## config.mk

```make
export PLATFORM = sky130hd
export DESIGN_NAME = phys_reg_free_list_flat
export DESIGN_NICKNAME = d
export VERILOG_FILES = /design/src/rtl/phys_reg_free_list_pkg.sv /design/src/rtl/phys_reg_free_list_if.sv /design/src/rtl/phys_reg_free_list_dup_checker.sv /design/src/rtl/phys_reg_free_list.sv /design/src/flat_wrapper.sv
export SDC_FILE = /design/constraint.sdc
export NUM_CORES = 1
export LEC_CHECK = 0
export CAP_MARGIN = 20
export CORE_MARGIN = 4
export CORE_UTILIZATION = 59
export CTS_CLUSTER_SIZE = 16
export DETAILED_ROUTE_END_ITERATION = 10
export GPL_TIMING_DRIVEN = 0
export PLACE_DENSITY = 0.8
export SLEW_MARGIN = 40
export SYNTH_ARGS = -nofsm -noshare
export SYNTH_HDL_FRONTEND = slang
export SYNTH_SLANG_ARGS = --single-unit
```

## constraint.sdc

```tcl
create_clock -name clk -period 3.9 [get_ports clk]
set_input_delay 0.39 -clock clk [delete_from_list [all_inputs] [get_ports clk]]
set_output_delay 0.39 -clock clk [all_outputs]
set_load 0.01 [all_outputs]
```

## src/rtl/phys_reg_free_list_pkg.sv

```systemverilog
// Shared types and sizing for the physical register free list and the rename history.
package phys_reg_free_list_pkg;

  localparam int NUM_A_REGS    = 32;
  localparam int NUM_P_REGS    = 48;
  localparam int MAX_FREE_REGS = 16;
  localparam int F_LIST_WDTH   = 4;
  localparam int PRN_W         = 6;
  localparam int DEPTH         = MAX_FREE_REGS;
  localparam int PTR_W         = F_LIST_WDTH + 1;

  typedef logic [PRN_W-1:0]     prn_t;
  typedef logic [F_LIST_WDTH:0] fl_ptr_t;

  // Rename-history checkpoint: the free-list head captured at rename time.
  typedef struct packed {
    logic    valid;
    fl_ptr_t fl_ptr;
  } hist_ptr_t;

  function automatic prn_t reset_prn(input int idx);
    return prn_t'(NUM_A_REGS + idx);
  endfunction

endpackage

```

## src/rtl/phys_reg_free_list_if.sv

```systemverilog
// Rename/commit/recovery signal bundle for the free list; master = rename/ROB side, slave = free list.
interface phys_reg_free_list_if
  import phys_reg_free_list_pkg::*;
();

  logic    alloc_req;
  logic    alloc_ready;
  prn_t    alloc_prn;
  fl_ptr_t alloc_ptr;
  logic    free_valid;
  prn_t    free_prn;
  logic    flush_valid;
  fl_ptr_t flush_head_ptr;
  fl_ptr_t free_count;
  logic    err_double_free;

  modport master (
    output alloc_req, free_valid, free_prn, flush_valid, flush_head_ptr,
    input  alloc_ready, alloc_prn, alloc_ptr, free_count, err_double_free
  );

  modport slave (
    input  alloc_req, free_valid, free_prn, flush_valid, flush_head_ptr,
    output alloc_ready, alloc_prn, alloc_ptr, free_count, err_double_free
  );

endinterface

```

## src/rtl/phys_reg_free_list_dup_checker.sv

```systemverilog
// Module free_list_dup_checker: in-list bitmap that flags a PRN released while already free.
// Only instantiated when FREE_LIST_DUP_CHECK_EN is defined.
module free_list_dup_checker
  import phys_reg_free_list_pkg::*;
(
  input  logic                 clk,
  input  logic                 rst,
  input  logic                 pop_i,
  input  prn_t                 pop_prn_i,
  input  logic                 push_i,
  input  prn_t                 push_prn_i,
  input  logic                 flush_i,
  input  fl_ptr_t              flush_head_i,
  input  fl_ptr_t              tail_i,
  input  prn_t [DEPTH-1:0]     mem_i,
  output logic                 err_o
);

  localparam logic [NUM_P_REGS-1:0] IN_LIST_RST = {{DEPTH{1'b1}}, {NUM_A_REGS{1'b0}}};

  logic [NUM_P_REGS-1:0] in_list_q, in_list_d;
  logic                  err_q, err_d;
  fl_ptr_t               live;

  assign live  = tail_i - flush_head_i;
  assign err_o = err_q;

  // NOTE: every variable written here gets its default first, so no latch is inferred.
  always_comb begin
    logic [F_LIST_WDTH-1:0] rel;
    in_list_d = in_list_q;
    err_d     = err_q;
    rel       = '0;
    if (flush_i) begin
      // Rebuild from the surviving window [flush_head, tail) in a single cycle.
      in_list_d = '0;
      for (int i = 0; i < DEPTH; i++) begin
        rel = F_LIST_WDTH'(i) - flush_head_i[F_LIST_WDTH-1:0];
        if ({1'b0, rel} < live) in_list_d[mem_i[i]] = 1'b1;
      end
    end else if (pop_i) begin
      in_list_d[pop_prn_i] = 1'b0;
    end
    if (push_i) begin
      if (in_list_q[push_prn_i]) err_d = 1'b1;
      in_list_d[push_prn_i] = 1'b1;
    end
  end

  always_ff @(posedge clk or posedge rst) begin
    if (rst) begin
      in_list_q <= IN_LIST_RST;
      err_q     <= 1'b0;
    end else begin
      in_list_q <= in_list_d;
      err_q     <= err_d;
    end
  end

endmodule

```

## src/rtl/phys_reg_free_list.sv

```systemverilog
// Circular FIFO of free physical register numbers with checkpoint-restore of the head.
// Optional duplicate-free detection under macro FREE_LIST_DUP_CHECK_EN.
module phys_reg_free_list
  import phys_reg_free_list_pkg::*;
(
  input  logic                 clk,
  input  logic                 rst,
  phys_reg_free_list_if.slave  fl_if
);

  localparam fl_ptr_t FULL_COUNT = fl_ptr_t'(DEPTH);

  prn_t [DEPTH-1:0] mem_q;
  fl_ptr_t          head_q, head_d;
  fl_ptr_t          tail_q, tail_d;
  fl_ptr_t          count;
  logic             pop_fire;
  logic             push_fire;

  // The wrap bit makes tail - head span 0..DEPTH without ambiguity.
  assign count     = tail_q - head_q;
  assign pop_fire  = fl_if.alloc_req && fl_if.alloc_ready && !fl_if.flush_valid;
  assign push_fire = fl_if.free_valid && (count != FULL_COUNT);

  assign fl_if.alloc_ready = (count != '0);
  assign fl_if.alloc_prn   = mem_q[head_q[PTR_W-2:0]];
  assign fl_if.alloc_ptr   = head_q;
  assign fl_if.free_count  = count;

  always_comb begin
    head_d = head_q;
    tail_d = tail_q;
    if (fl_if.flush_valid) head_d = fl_if.flush_head_ptr;
    else if (pop_fire)     head_d = head_q + 1'b1;
    if (push_fire)         tail_d = tail_q + 1'b1;
  end

  // NOTE: the storage is reset because the list must come up full of PRNs NUM_A_REGS..NUM_P_REGS-1.
  always_ff @(posedge clk or posedge rst) begin
    if (rst) begin
      for (int i = 0; i < DEPTH; i++) mem_q[i] <= reset_prn(i);
      head_q <= '0;
      tail_q <= {1'b1, {(PTR_W-1){1'b0}}};
    end else begin
      head_q <= head_d;
      tail_q <= tail_d;
      if (push_fire) mem_q[tail_q[PTR_W-2:0]] <= fl_if.free_prn;
    end
  end

`ifdef FREE_LIST_DUP_CHECK_EN
  free_list_dup_checker u_dup_checker (
    .clk          (clk),
    .rst          (rst),
    .pop_i        (pop_fire),
    .pop_prn_i    (fl_if.alloc_prn),
    .push_i       (push_fire),
    .push_prn_i   (fl_if.free_prn),
    .flush_i      (fl_if.flush_valid),
    .flush_head_i (fl_if.flush_head_ptr),
    .tail_i       (tail_q),
    .mem_i        (mem_q),
    .err_o        (fl_if.err_double_free)
  );
`else
  assign fl_if.err_double_free = 1'b0;
`endif

  push_while_full_a: assert property (@(posedge clk) disable iff (rst)
    !(fl_if.free_valid && (count == FULL_COUNT)));

  count_bound_a: assert property (@(posedge clk) disable iff (rst)
    (count <= FULL_COUNT));

endmodule

```

## src/flat_wrapper.sv

```systemverilog
// flat-port wrapper written by rule: the top's interface ports become plain ports
module phys_reg_free_list_flat import phys_reg_free_list_pkg::*;
  (clk, rst, fl_if_alloc_req, fl_if_free_valid, fl_if_free_prn, fl_if_flush_valid, fl_if_flush_head_ptr, fl_if_alloc_ready, fl_if_alloc_prn, fl_if_alloc_ptr, fl_if_free_count, fl_if_err_double_free);
  phys_reg_free_list_if fl_if_i ();
  input  logic clk;
  input  logic rst;
  input wire logic [$bits(fl_if_i.alloc_req)-1:0] fl_if_alloc_req;
  input wire logic [$bits(fl_if_i.free_valid)-1:0] fl_if_free_valid;
  input wire logic [$bits(fl_if_i.free_prn)-1:0] fl_if_free_prn;
  input wire logic [$bits(fl_if_i.flush_valid)-1:0] fl_if_flush_valid;
  input wire logic [$bits(fl_if_i.flush_head_ptr)-1:0] fl_if_flush_head_ptr;
  output wire logic [$bits(fl_if_i.alloc_ready)-1:0] fl_if_alloc_ready;
  output wire logic [$bits(fl_if_i.alloc_prn)-1:0] fl_if_alloc_prn;
  output wire logic [$bits(fl_if_i.alloc_ptr)-1:0] fl_if_alloc_ptr;
  output wire logic [$bits(fl_if_i.free_count)-1:0] fl_if_free_count;
  output wire logic [$bits(fl_if_i.err_double_free)-1:0] fl_if_err_double_free;
  assign fl_if_i.alloc_req = fl_if_alloc_req;
  assign fl_if_i.free_valid = fl_if_free_valid;
  assign fl_if_i.free_prn = fl_if_free_prn;
  assign fl_if_i.flush_valid = fl_if_flush_valid;
  assign fl_if_i.flush_head_ptr = fl_if_flush_head_ptr;
  assign fl_if_alloc_ready = fl_if_i.alloc_ready;
  assign fl_if_alloc_prn = fl_if_i.alloc_prn;
  assign fl_if_alloc_ptr = fl_if_i.alloc_ptr;
  assign fl_if_free_count = fl_if_i.free_count;
  assign fl_if_err_double_free = fl_if_i.err_double_free;
  phys_reg_free_list u_core (.clk(clk), .rst(rst), .fl_if(fl_if_i));
endmodule
```

# After elaboration in Yosys (flattened, before gate mapping)
# Index checks and enable logic that the tools add are counted.
totals:
  reg_bits: 106
  in_bits: 16
  word_cells: 39
classes:
  n_eq_ne: 1
  reduce_logical: 7
  addsub: 3
  order_cmp: 3
  muxes: 7
ops:
  columns: ["op", "count"]
  rows:
  - ["$bwmux W96", 1]
  - ["$bmux W6 S4", 1]
  - ["$demux W6 S4", 1]
  - ["$mux W6", 2]
  - ["$add A5 B1 Y5 const B", 2]
  - ["$lt A4 B5 Y1 const B", 2]
  - ["$mux W5", 2]
  - ["$ne A5 B5 Y1 const B", 1]
  - ["$reduce_bool A5 Y1", 1]
  - ["$sub A5 B5 Y5", 1]
  - ["$ge A4 B1 Y1 const B", 1]
  - ["$logic_and A1 B1 Y1", 4]
  - ["$reduce_bool A2 Y1", 1]
  - ["$logic_not A1 Y1", 1]

# Depth between registers and ports, before layout
# Gate-level depths: netlist of the first run.
logic_depth:
  depth_word: 6
  mapped_depth: 11
  depth_no_buf: 9

# Worst setup path before layout of the first run
# OpenSTA, ideal clock, no wires.
synth_timing:
  path_type: "reg2reg"
  startpoint: "reg u_core.head_q[1] (netlist: u_core.fl_if.alloc_ptr[1])"
  endpoint: "reg u_core.mem_q[0] (netlist bit)"
  n_path_buf: 3
  setup_ns: 0.125
  setup_slack_ns: 0.842
  arrival_time_ns: 2.934
  path_stages_with_launch: 11
  cell_sequence: "dfrtp_1 > clkbuf_1 > clkbuf_1 > inv_1 > ha_1 > a21o_1 > nor4b_1 > nor2_1 > buf_2 > o2111ai_1 > mux2_2"
synth_via:
  elab_chain_len: 3
synth_rtl:
  columns: ["element", "line_no", "rtl"]
  rows:
  - ["start, declared", "phys_reg_free_list.sv:14", "fl_ptr_t head_q, head_d;"]
  - ["start signal, assigned", "phys_reg_free_list.sv:42", "head_q <= '0;"]
  - ["start signal, assigned", "phys_reg_free_list.sv:45", "head_q <= head_d;"]
  - ["$sub A5 B5 Y5", "phys_reg_free_list.sv:21", "assign count = tail_q - head_q;"]
  - ["$ne A5 B5 Y1", "phys_reg_free_list.sv:23", "assign push_fire = fl_if.free_valid && (count != FULL_COUNT);"]
  - ["$logic_and A1 B1 Y1", "phys_reg_free_list.sv:23", null]
  - ["end signal, assigned by index", "phys_reg_free_list.sv:47", "if (push_fire) mem_q[tail_q[PTR_W-2:0]] <= fl_if.free_prn;"]
  - ["end, declared", "phys_reg_free_list.sv:13", "prn_t [DEPTH-1:0] mem_q;"]
# No other way between the ends.
# A chain may end at the register's enable or synchronous reset.

# Worst setup path in the final report of the first run
layout_timing:
  startpoint: "reg u_core.tail_q[0]"
  endpoint: "out fl_if_free_count[4]"
layout_via:
  elab_chain_len: 1
layout_rtl:
  columns: ["element", "line_no", "rtl"]
  rows:
  - ["start, declared", "phys_reg_free_list.sv:15", "fl_ptr_t tail_q, tail_d;"]
  - ["start signal, assigned", "phys_reg_free_list.sv:43", "tail_q <= {1'b1, {(PTR_W-1){1'b0}}};"]
  - ["start signal, assigned", "phys_reg_free_list.sv:46", "tail_q <= tail_d;"]
  - ["$sub A5 B5 Y5", "phys_reg_free_list.sv:21", null]
  - ["end, declared", "flat_wrapper.sv:15", "output wire logic [$bits(fl_if_i.free_count)-1:0] fl_if_free_count;"]
# No other way between the ends.

==> results of run 1 <==
==> sequential cells by signal (all words and copies together), names as in the netlist <==
signal                  count
u_core.mem_q               96
u_core.tail_q               5
u_core.fl_if.alloc_ptr      5
==> placed cells by master (no fill, tap or decap), drive strengths merged, types with 8 or more instances in the layout <==
cell type,n
buf,13
dfstp,49
mux2,97
clkbuf,23
inv,13
nand2,13
o211ai,8
mux4,30
o2111ai,17
dfrtp,57
ha,9
clkdlybuf4s50,30
==> metrics by stage <==
stage	cell area (µm²)	utilization, %	cells
floorplan	5290	-	351
detailed placement	5780	66.3	490
CTS	6020	69.1	506
finish	6090	69.8	509
global route	6090	69.8	509
global placement	5720	65.6	489
==> timing repair <==
action | in CTS | in global routing
resized for setup | 5 | 4
buffers inserted | 0 | 3
endpoints found under the setup margin | 50 | 6
==> layer usage <==
metal / track usage (%) / up-vias / routed length, µm
met5: 0 / - / 0
met4: 9.38 / 0 / 368
met3: 3.18 / 25 / 480
met2: 38.0 / 94 / 5690
met1: 33.1 / 1741 / 4940
li1: - / 1435 / -
==> worst max-delay path: cells and delay by family (launching register included) <==
family          cells  cell delay (ns)
buf+inv             5             1.14
compound gates      1             0.31
flops               1             0.43
xor+xnor            1             0.29
simple gates        1             0.16
fa+ha+maj           2             0.64
==> cell type report <==
cell class                      count  area [µm²]  share of cell area, %
Sequential cell                   106        2710                   44.6
Multi-Input combinational cell    213        2520                   41.3
Timing Repair Buffer               34         350                   5.75
Tap cell                          108         135                   2.22
Clock buffer                       10         128                   2.10
Buffer                             22         108                   1.77
Clock inverter                      6        95.1                   1.56
Inverter                           10        45.0                  0.740
==> worst paths after layout <==
check	to	slack (ns)	depth (start not counted)
max in group asynchronous	u_core.mem_q[23]	2.86	3
worst max register to register	u_core.mem_q[40]	0.46	10
worst min register to register	u_core.tail_q[4]	0.50	1
min in group clk	u_core.fl_if.alloc_ptr[4]	0.44	3
worst min-delay path	u_core.mem_q[72]	0.38	2
worst max-delay path	fl_if_free_count[4]	0.19	10
==> cell families (layout without fill, tap and decap cells) <==
kind of cell	count (synthesis)	in the layout	share of synthesized area [%]
other	1	1	0.0709
and+or+nand+nor	30	30	2.77
muxes	127	127	33.4
adders and majority gates	10	10	2.51
AOI/OAI and AO/OA	37	37	6.06
xor gates and xnor gates	8	8	1.33
DFF	106	106	51.3
buffers and inverters	32	82	2.51
==> where the power goes <==
group	total [mW]	leakage, nW	internal, mW	switching (mW)
Clock	0.755	0.112	0.371	0.385
Sequential	2.06	1.21	1.77	0.282
Combinational	2.25	1.13	1.23	1.02
Total	5.06	2.45	3.37	1.69
==> summary.md, run 1 <==
The run finished with clean final reports. Clock latency on the worst-skew pair, taken at its later pin, is 0.36 ns. The first global-routing pass estimated 18600 µm of wire. STA classifies the critical path endpoint as a primary output. The type of the tightest min-delay check is in2async.

For the pin with the worst max-slew slack, the measured transition is 0.777 ns. Counting every sink on the clock net gives 106. The tools report the number of warnings reported in the yosys synthesis log as 0. Synthesis produced a netlist with a net count of 377. The average detailed-routed wire length per instance was 22.5 µm. The cell count after synthesis came out at 351. The first-pass detailed-route iteration total came out at 4.

The buffer levels on the longest clock path was 2. Setup repair after global routing left no endpoint under its margin. Fill cells in the final layout number 591.

The worst setup path is launched from a flop. Synthesis-to-layout area growth: 15.2%. Dividing the final minimum period by the clock period gives 95.0%. Tracing the worst setup path back leads to its startpoint at u_core.tail_q[0].

The maximum cell stage delay along the critical path is 0.49 ns, and the clock skew after layout is 0.0141 ns. The most frequently used flop master after synthesis was sky130_fd_sc_hd__dfrtp_1. For the weighted congestion at the end of routability-driven global placement, the log shows 0.919. The logs give 0.0105 mm² for the area enclosed by the die boundary and 48.2% for the tightest slew margin relative to the limit. 34 I/O pins were placed. The critical path's most frequent cell was sky130_fd_sc_hd__inv_1. Ranked by total cell area, the synthesized netlist is headed by sky130_fd_sc_hd__dfrtp_1 27%, sky130_fd_sc_hd__dfstp_2 24%, sky130_fd_sc_hd__mux2_2 21%, sky130_fd_sc_hd__mux4_2 13%, sky130_fd_sc_hd__o2111ai_1 2.2%. Entering global routing, the biggest net connects 69 pins. The ratio of cells with drive above 1 in the final layout works out to 55.6%.

TritonCTS built the clock tree. The via count of the first global-routing pass is 3408. The worst register-to-register path begins at u_core.fl_if.alloc_ptr[1]. The top fanout value on the critical path is 10, and the aggregate global-route resource usage is 23.7%. For the half-perimeter wire length of the detailed placement result, the log shows 7880 µm. The total design power is 5.06 mW, and the number of slew-limit violations in the final report is 0. The final critical-path setup slack was 0.193 ns.

At the worst endpoint, the arrival time is 3.32 ns. The violation count after the first detailed-routing iteration is 178. The final sum of negative setup slack was 0 ns; the async set-reset flop share out of synthesis was 100%. The sequential cell area fraction in the yosys report came out at 51.3%. Summed over all cells, the static leakage comes to 2.45 nW.

Of the post-synthesis cell area, the dominant cell type holds 27.0%. Peak clock frequency supported by timing: 270 MHz. Clock-pin slew was measured on the worst setup and hold paths at 0.11 ns. The overall via count from detail_route was 3295; the floorplan core area was 0.00872 mm².

The die is 103 µm wide. Count of hold-fix buffers inserted at cts: 0. The floorplan die height was 103 µm.

Traced cell by cell, the critical path runs through inv_1 -> ha_1 -> fa_1 -> nand2b_1 -> a21oi_1 -> xor2_4 -> buf_6 -> buf_2 -> inv_1 -> clkdlybuf4s50_1. The tightest hold path in the finished design has a slack of 0.379 ns. In this run, synthesis produced a sequential element count of 106. Library cell with the highest instance count after synthesis: sky130_fd_sc_hd__mux2_2.

Total DRC errors in the routed layout: 0. The required time reported for the critical path endpoint is 3.51 ns, and the initial antenna violation count is 0. The tool flagged a number of max-cap violations equal to 0. The total congestion overflow is 0. 0 antenna diodes ended up in the layout. The commonest cells after synthesis are 97 x sky130_fd_sc_hd__mux2_2, 57 x sky130_fd_sc_hd__dfrtp_1, 49 x sky130_fd_sc_hd__dfstp_2, 30 x sky130_fd_sc_hd__mux4_2. On the critical path, the stage with the largest delay is an instance of sky130_fd_sc_hd__clkdlybuf4s50_1. The tools report the post-placement worst setup slack as -0.197 ns. The number of endpoints with negative hold slack in the final report was 0. The synthesized netlist occupies a cell area of 0.00529 mm². The initial utilization of the core area, before any placement, comes to 60.6%. The floorplan has 34 rows. Count of flip-flops with a built-in enable after synthesis: 0.

The total clock buffers created by CTS is 9. The worst path in the final design needs a cycle of 3.71 ns, including I/O delays and setup. Root buffer cell: sky130_fd_sc_hd__clkbuf_8.

In this run, distinct cell masters in the synthesized netlist total 35. The worst setup path is of the reg2out kind. The deepest level of the CTS H-tree is 3.

In this run the remaining antenna-violating nets after routing total 0. The post-synthesis area per instance works out to 15.1 µm². The worst-case IR drop observed on VDD is 0.360 mV. The library cell occupying the most area in the post-synthesis netlist is sky130_fd_sc_hd__dfrtp_1. In this run the power density over the cells is 831 mW/mm². Setup violations remaining at the end of the flow were counted as 0. After detailed routing, the number of vias per cell comes to 6.47. The final layout contains 422 nets. The routed design has 11500 µm of wire.

Port buffering added 30 buffers.
Note: power is estimated with default switching activity, not from simulation.
==> run 2, diff against run 1 <==
Settings changed: CELL_PAD_IN_SITES_DETAIL_PLACEMENT set to 1, CELL_PAD_IN_SITES_GLOBAL_PLACEMENT set to 2, CORE_UTILIZATION 59 to 43, PLACE_DENSITY 0.8 to unset, PLACE_DENSITY_LB_ADDON set to 0.1, RECOVER_POWER set to 50.
==> summary.md, run 2 (synthesis gave the netlist of run 1 again) <==
The total congestion overflow is 0. Across the routed clock network, the largest skew measured is 0.00953 ns. STA classifies the critical path endpoint as a primary output. After the first detailed-routing iteration, the DRC count stood at 173. The startpoint identified for the worst register-to-register timing path is u_core.fl_if.alloc_ptr[1]. In the layout the commonest cells are 97 x sky130_fd_sc_hd__mux2_2, 57 x sky130_fd_sc_hd__dfrtp_1, 49 x sky130_fd_sc_hd__dfstp_2. Using the TritonRoute via totals, the vias-per-cell ratio works out to 5.82.

Headroom to the max-slew limit came out at -34.0%. The via count of the first global-routing pass is 3572. The checks that failed: max-capacitance violations, max-slew violations. The worst-case IR drop observed on VDD is 0.374 mV. The clock-pin slew reported for the worst setup and hold paths after clock tree synthesis came out at 0.07 ns.

The tools report the count of antenna diodes in the layout as 0. The commonest non-fill, non-tap cell in the layout was sky130_fd_sc_hd__mux2_2. On the worst path, the slowest cell contributes a delay of 0.49 ns. Tracing the worst setup path back leads to its startpoint at u_core.fl_if.alloc_ptr[1]. The clock insertion delay at the later pin of the skew report is 0.35 ns. The logs give 20700 µm for the first-pass GRT wire length and 0 for the total DRC errors in the routed layout. The final layout contains routed wiring with a total length of 12800 µm. For the pin with the worst max-slew slack, the measured transition is 2.01 ns. The run gives 0.0141 mm² as the area enclosed by the die boundary. The instance count after placement with tap cells included is 529. The register with the most flip-flops in the layout has 96 of them. The buffer levels on the longest clock path was 2. The tree is rooted in a sky130_fd_sc_hd__clkbuf_16. The run gives 3 as the deepest level of the CTS H-tree.

The cell depth of the worst flop-to-flop path was 10; the leakage power was 2.47 nW. The initial antenna violation count is 0. After detailed routing, the average wire length per cell comes to 23.3 µm.

The final critical path time including I/O delays and setup works out to 3.73 ns. Data on the critical path is required at its endpoint by 3.51 ns. Routability-driven placement finished with a final weighted congestion of 0.777. The type of the tightest min-delay check is in2reg. The register containing the most flip-flops in the final layout was u_core.mem_q. The final critical-path share of the clock period is 95.7%.

The max-capacitance violation count was 1. The number of top-level pins was 34; the final-report setup violation count was 0. The logs give 5.22 mW for the total design power and 268 MHz for the peak clock frequency supported by timing. Summed over all nets, the half-perimeter wirelength after detailed placement is 8950 µm.

Entering global routing, the biggest net connects 84 pins. The flow ran to the end, but the final reports show violations. TritonCTS created 9 clock buffers. Of all nets on the critical path, the largest fanout is 10. Synthesis-to-layout area growth: 16.8%.

Clock tree synthesis found a total of 106 sinks. For the worst setup path, the data arrival time is 3.34 ns. By startpoint and endpoint, the worst setup path is classified as reg2out. The run gives 40 as the number of placement rows.

Global routing used 19.3% of the available tracks. The total area inside the core boundary comes to 0.0120 mm². Before antenna repair, the detailed router went through 4 iterations.

For this design, the slowest cell found on the critical path is sky130_fd_sc_hd__clkdlybuf4s50_1. Once layout is complete, the utilization of the core stands at 51.4%. The floorplan die height works out to 119 µm. The initial utilization of the core area, before any placement, comes to 44.0%. Setup repair after global routing could not meet its margin everywhere. Excluding fillers, the count of instances in the completed layout stands at 549. Launch instance of the worst min-delay path: fl_if_flush_valid. STA classifies the critical path startpoint as a flop. The number of endpoints with negative hold slack in the final report was 0.

The final route contains 3196 vias. The number of slew-limit violations in the final report is 84, and the ratio of cells with drive above 1 in the final layout is 55.2%. Along the worst hold path, the cell count comes to 3.

In this run the tool buffered the top-level ports with 30 buffer cells. The die extent in x was 119 µm; the power density normalized to cell area was 845 mW/mm². TritonCTS built the clock tree.

The critical path goes through clkbuf_2 -> clkbuf_4 -> inv_1 -> ha_1 -> a21o_1 -> nor4b_1 -> or2_2 -> clkbuf_1 -> nand2_1 -> clkdlybuf4s50_1. The antenna violation net count after detailed routing was 0; the number of nets in the layout was 423.
run 2: worst max-delay path: cells and delay by family (launching register included):
family / cells / cell delay (ns)
flops: 1 / 0.46
fa+ha+maj: 1 / 0.21
compound gates: 1 / 0.18
simple gates: 3 / 0.62
buf+inv: 5 / 1.52
run 2: timing repair:
action / in CTS / in global routing
pin swaps: 0 / 0
gates resized for setup: 4 / 2
buffers inserted: 0 / 4
hold buffers: 0 / 0
setup endpoints to repair: 58 / 2
run 2: path summary, 6_finish.rpt:
path / end / slack (ns)
max: fl_if_alloc_ready / 0.17
min: u_core.fl_if.alloc_ptr[4] / 0.46
max reg2reg: u_core.mem_q[7] / 0.35
min reg2reg: u_core.tail_q[4] / 0.50
max in group asynchronous: u_core.mem_q[31] / 0.70
min in group asynchronous: u_core.mem_q[15] / 0.73
run 2: final cells by class:
class | count | area [µm²]
sequential | 106 | 2710
timing repair buffer | 35 | 335
multi-input combinational | 213 | 2510
buffer | 22 | 104
clock buffer | 12 | 258
tap | 147 | 184
fill | 1191 | 5840
clock inverter | 4 | 32.5
inverter | 10 | 38.8
run 2: stage by stage:
| step | TNS [ns] | cell area [µm²] | hold slack (ns) | setup slack, ns |
|---|---|---|---|---|
| 3_3_place_gp | -60.90 | 5770 | 0.483 | -0.814 |
| 6_report | 0 | 6180 | 0.456 | 0.167 |
| 3_5_place_dp | -7.37 | 5850 | 0.490 | -0.271 |
| 4_1_cts | 0 | 6160 | 0.382 | 0.00809 |
| 2_1_floorplan | 0 | 5290 | 0.474 | 0.802 |
| 5_1_grt | -0.143 | 6180 | 0.485 | -0.130 |
run 2: layer usage:
layer / global-route usage, % / vias up / share of wire [%]
li1: - / 1432 / -
met2: 32.1 / 48 / 51
met4: 6.08 / 0 / 1.9
met3: 3.85 / 15 / 2.7
met5: 0 / - / 0
met1: 25.5 / 1701 / 44
run 2: power by group:
group          switching (mW)  internal (mW)
Sequential              0.289           1.78
Clock                   0.421          0.478
Combinational            1.03           1.23
==> run 3, diff against run 2 <==
Settings changed: CORE_UTILIZATION 43 to 47, HOLD_SLACK_MARGIN set to 0.02.
Clock period 3.9 ns to 4.4 ns, I/O delays scaled along.
==> summary.md, run 3 (synthesis gave the netlist of run 1 again) <==
The run finished, with violations left. The checks that failed: max-capacitance violations, max-slew violations. The first global-routing pass estimated 20400 µm of wire. The critical path goes through clkbuf_1 -> clkbuf_2 -> inv_1 -> ha_1 -> a21o_1 -> nor4b_1 -> or2_2 -> clkbuf_1 -> nand2_1 -> clkdlybuf4s50_1. The area enclosed by the die boundary is 0.0130 mm². The final sum of negative setup slack was 0 ns.

From bottom edge to top edge, the die measures 114 µm. Count of non-filler cells in the finished layout: 538. For the area of the multi-input gates, the log shows 0.00250 mm².

The synthesis-to-layout area growth was 15.9%. Per report_power, the combinational group accounts for 41.7% of the total. The logs give 1094 for the number of fillers in the final layout and 419 for the number of nets in the layout. Static timing analysis puts the maximum clock frequency at 244 MHz. Global routing consumed, over all layers together, 21.1% of the routing resources. The final-report setup violation count came out at 0. Prior to clock tree synthesis, the placed netlist has a worst setup slack of 0.209 ns. Ratio of cells with drive above 1 in the final layout: 54.3%. Type of the setup path with the least slack: reg2out. The instance count after placement with tap cells included is 522.

In this run the cell area measured after placement is 0.00583 mm². IR analysis of the VDD net gives a maximum drop of 0.425 mV. The repair_antennas step left the layout with diodes totalling 0.

Entering global routing, the biggest net connects 73 pins. The clock-pin slew reported for the worst setup and hold paths after clock tree synthesis is 0.07 ns. The final critical-path share of the clock period was 93.2%. The initial antenna violation count was 0; the total clock buffers created by CTS was 9.

The count of buffers inserted at the top-level ports is 30, and the via count of the first global-routing pass is 3529. Root buffer cell: sky130_fd_sc_hd__clkbuf_16. The buffer levels on the longest clock path was 2; the number of flip-flops under the largest register name was 96. Origin of the worst setup path: u_core.fl_if.alloc_ptr[1].

The total design power is 4.54 mW, and the violation count after the first detailed-routing iteration is 117. In the post-route analysis, the smallest setup slack over all paths is 0.298 ns. Dividing the detail-routed wire length by the instance count gives 23.4 µm.

The tools report the number of slew-limit violations in the final report as 109. In the global route stage, met3 resource usage came out at 2.64%. The starting density of the core is 48.4%, and the deepest level of the CTS H-tree is 3. The mean number of vias per cell was 5.88; the aggregate routed wire length was 12600 µm.

In this run the standard cell core region covers 0.0109 mm². Clock skew on the completed layout was measured at 0.00930 ns. The area occupied by registers is 0.00271 mm².

The weighted congestion at the end of routability-driven global placement came out at 0.791. Launch instance of the worst min-delay path: u_core.mem_q[70]. In the global route stage, met1 resource usage came out at 25.5%.

The top fanout value on the critical path was 10; the required time reported for the critical path endpoint was 3.96 ns. The run gives -16.6% as the tightest slew margin relative to the limit. The worst setup path is launched from a flop.

The first TritonRoute pass finished after 4 iterations. More flip-flops sit in one register than any other, and that register is u_core.mem_q. The run gives 0.35 ns as the clock insertion delay at the later pin of the skew report. At the pin with the least slew margin, the transition time is 1.75 ns.

Setup repair after global routing left no endpoint under its margin. After floorplanning, the core was divided into 38 placement rows. The net switching component of the power was 1.49 mW. Of the total power, registers draw 40.3%.

The library cell used most frequently in the layout, excluding fill and tap cells, is sky130_fd_sc_hd__mux2_2. The number of endpoints with negative hold slack in the final report is 0. The library cells used most frequently in the layout, excluding fill and tap cells, are 97 x sky130_fd_sc_hd__mux2_2, 57 x sky130_fd_sc_hd__dfrtp_1, 49 x sky130_fd_sc_hd__dfstp_2. The die extent in x is 114 µm. After routing the design area is 0.00613 mm². TritonCTS built the clock tree.

For the leakage power, the log shows 2.45 nW. Post-CTS timing repair inserted 0 buffers for setup. The power density normalized to cell area came out at 741 mW/mm². In this design, the stage delay of the slowest critical-path cell is 0.53 ns. The fraction of power spent switching nets was 32.9%.

Counting stages on the worst path, the most repeated cell is sky130_fd_sc_hd__clkbuf_1. Standard cell with the maximum stage delay on the critical path: sky130_fd_sc_hd__clkbuf_1. The final route contains 3164 vias. Data on the critical path arrives at its endpoint at 3.66 ns.

In this run the critical register-to-register path is launched from u_core.fl_if.alloc_ptr[1]. Global routing finished with a remaining overflow of 0. Max-cap violations in this run came to 2.

The half-perimeter wire length of the detailed placement result is 8700 µm, and the internal power contribution is 3.05 mW. The tools report the number of top-level pins as 34. The count of nets left with antenna violations once routing finished came out at 0.

The tools report the part of the total power dissipated in the clock network as 18.0%. The worst hold path belongs to the class reg2reg. The most congested layer reported by global routing was met2. Global routing used 37.9% of the available met2 tracks. The total DRC errors in the routed layout came out at 0.

CTS saw 106 sinks. The tools report the type of destination of the critical path as a primary output. The clock period could shrink to 4.10 ns.
run 3: timing repair:
action	in CTS	in global routing
gates cloned	0	0
pin swaps	0	0
hold buffers	0	0
resized for setup	1	2
hold endpoints to repair	0	0
endpoints found under the setup margin	1	1
run 3: stage by stage:
step | util [%] | hold WS, ns
finish | 56.0 | 0.501
global route | 56.0 | 0.517
CTS | 56.1 | 0.464
detailed placement | 53.3 | 0.488
global placement | 52.7 | 0.482
floorplan | - | 0.474
run 3: worst paths after layout:
kind / endpoint / slack (ns) / depth (start not counted)
min in group asynchronous: u_core.fl_if.alloc_ptr[1] / 0.92 / 2
worst min register to register: u_core.mem_q[70] / 0.50 / 1
worst max register to register: u_core.mem_q[49] / 0.53 / 10
max in group asynchronous: u_core.mem_q[12] / 1.15 / 3
worst min-delay path: u_core.mem_q[70] / 0.50 / 1
worst max-delay path: fl_if_alloc_ready / 0.30 / 10
run 3: final cells by class:
class / instances / area share [%]
repair buffers: 31 / 4.98
well taps: 140 / 2.86
multi-input cells: 213 / 40.8
clock buffers: 12 / 4.02
inverters: 10 / 0.633
clock inverters: 4 / 0.837
flip-flops and latches: 106 / 44.3
plain buffers: 22 / 1.61
run 3: critical path, delay by kind of cell (launching register included):
family | cells | cell delay, ns
flops | 1 | 0.47
simple gates | 3 | 0.62
compound gates | 1 | 0.18
fa+ha+maj | 1 | 0.23
buf+inv | 5 | 1.81
run 3: routing by layer:
metal  vias to the layer above  routed length [µm]
met5                         -                   0
met3                        21                 380
met4                         0                 340
li1                       1426                   -
met1                      1659                5140
met2                        58                6750
run 3: power groups by stage:
stage	combinational, mW	clock, mW	sequential, mW
after global placement	1.82	0	1.80
after global routing	2.06	0.877	1.89
after floorplan	1.32	0	1.74
after CTS	1.92	0.834	1.83
after detailed placement	1.90	0	1.84
final	1.89	0.816	1.83
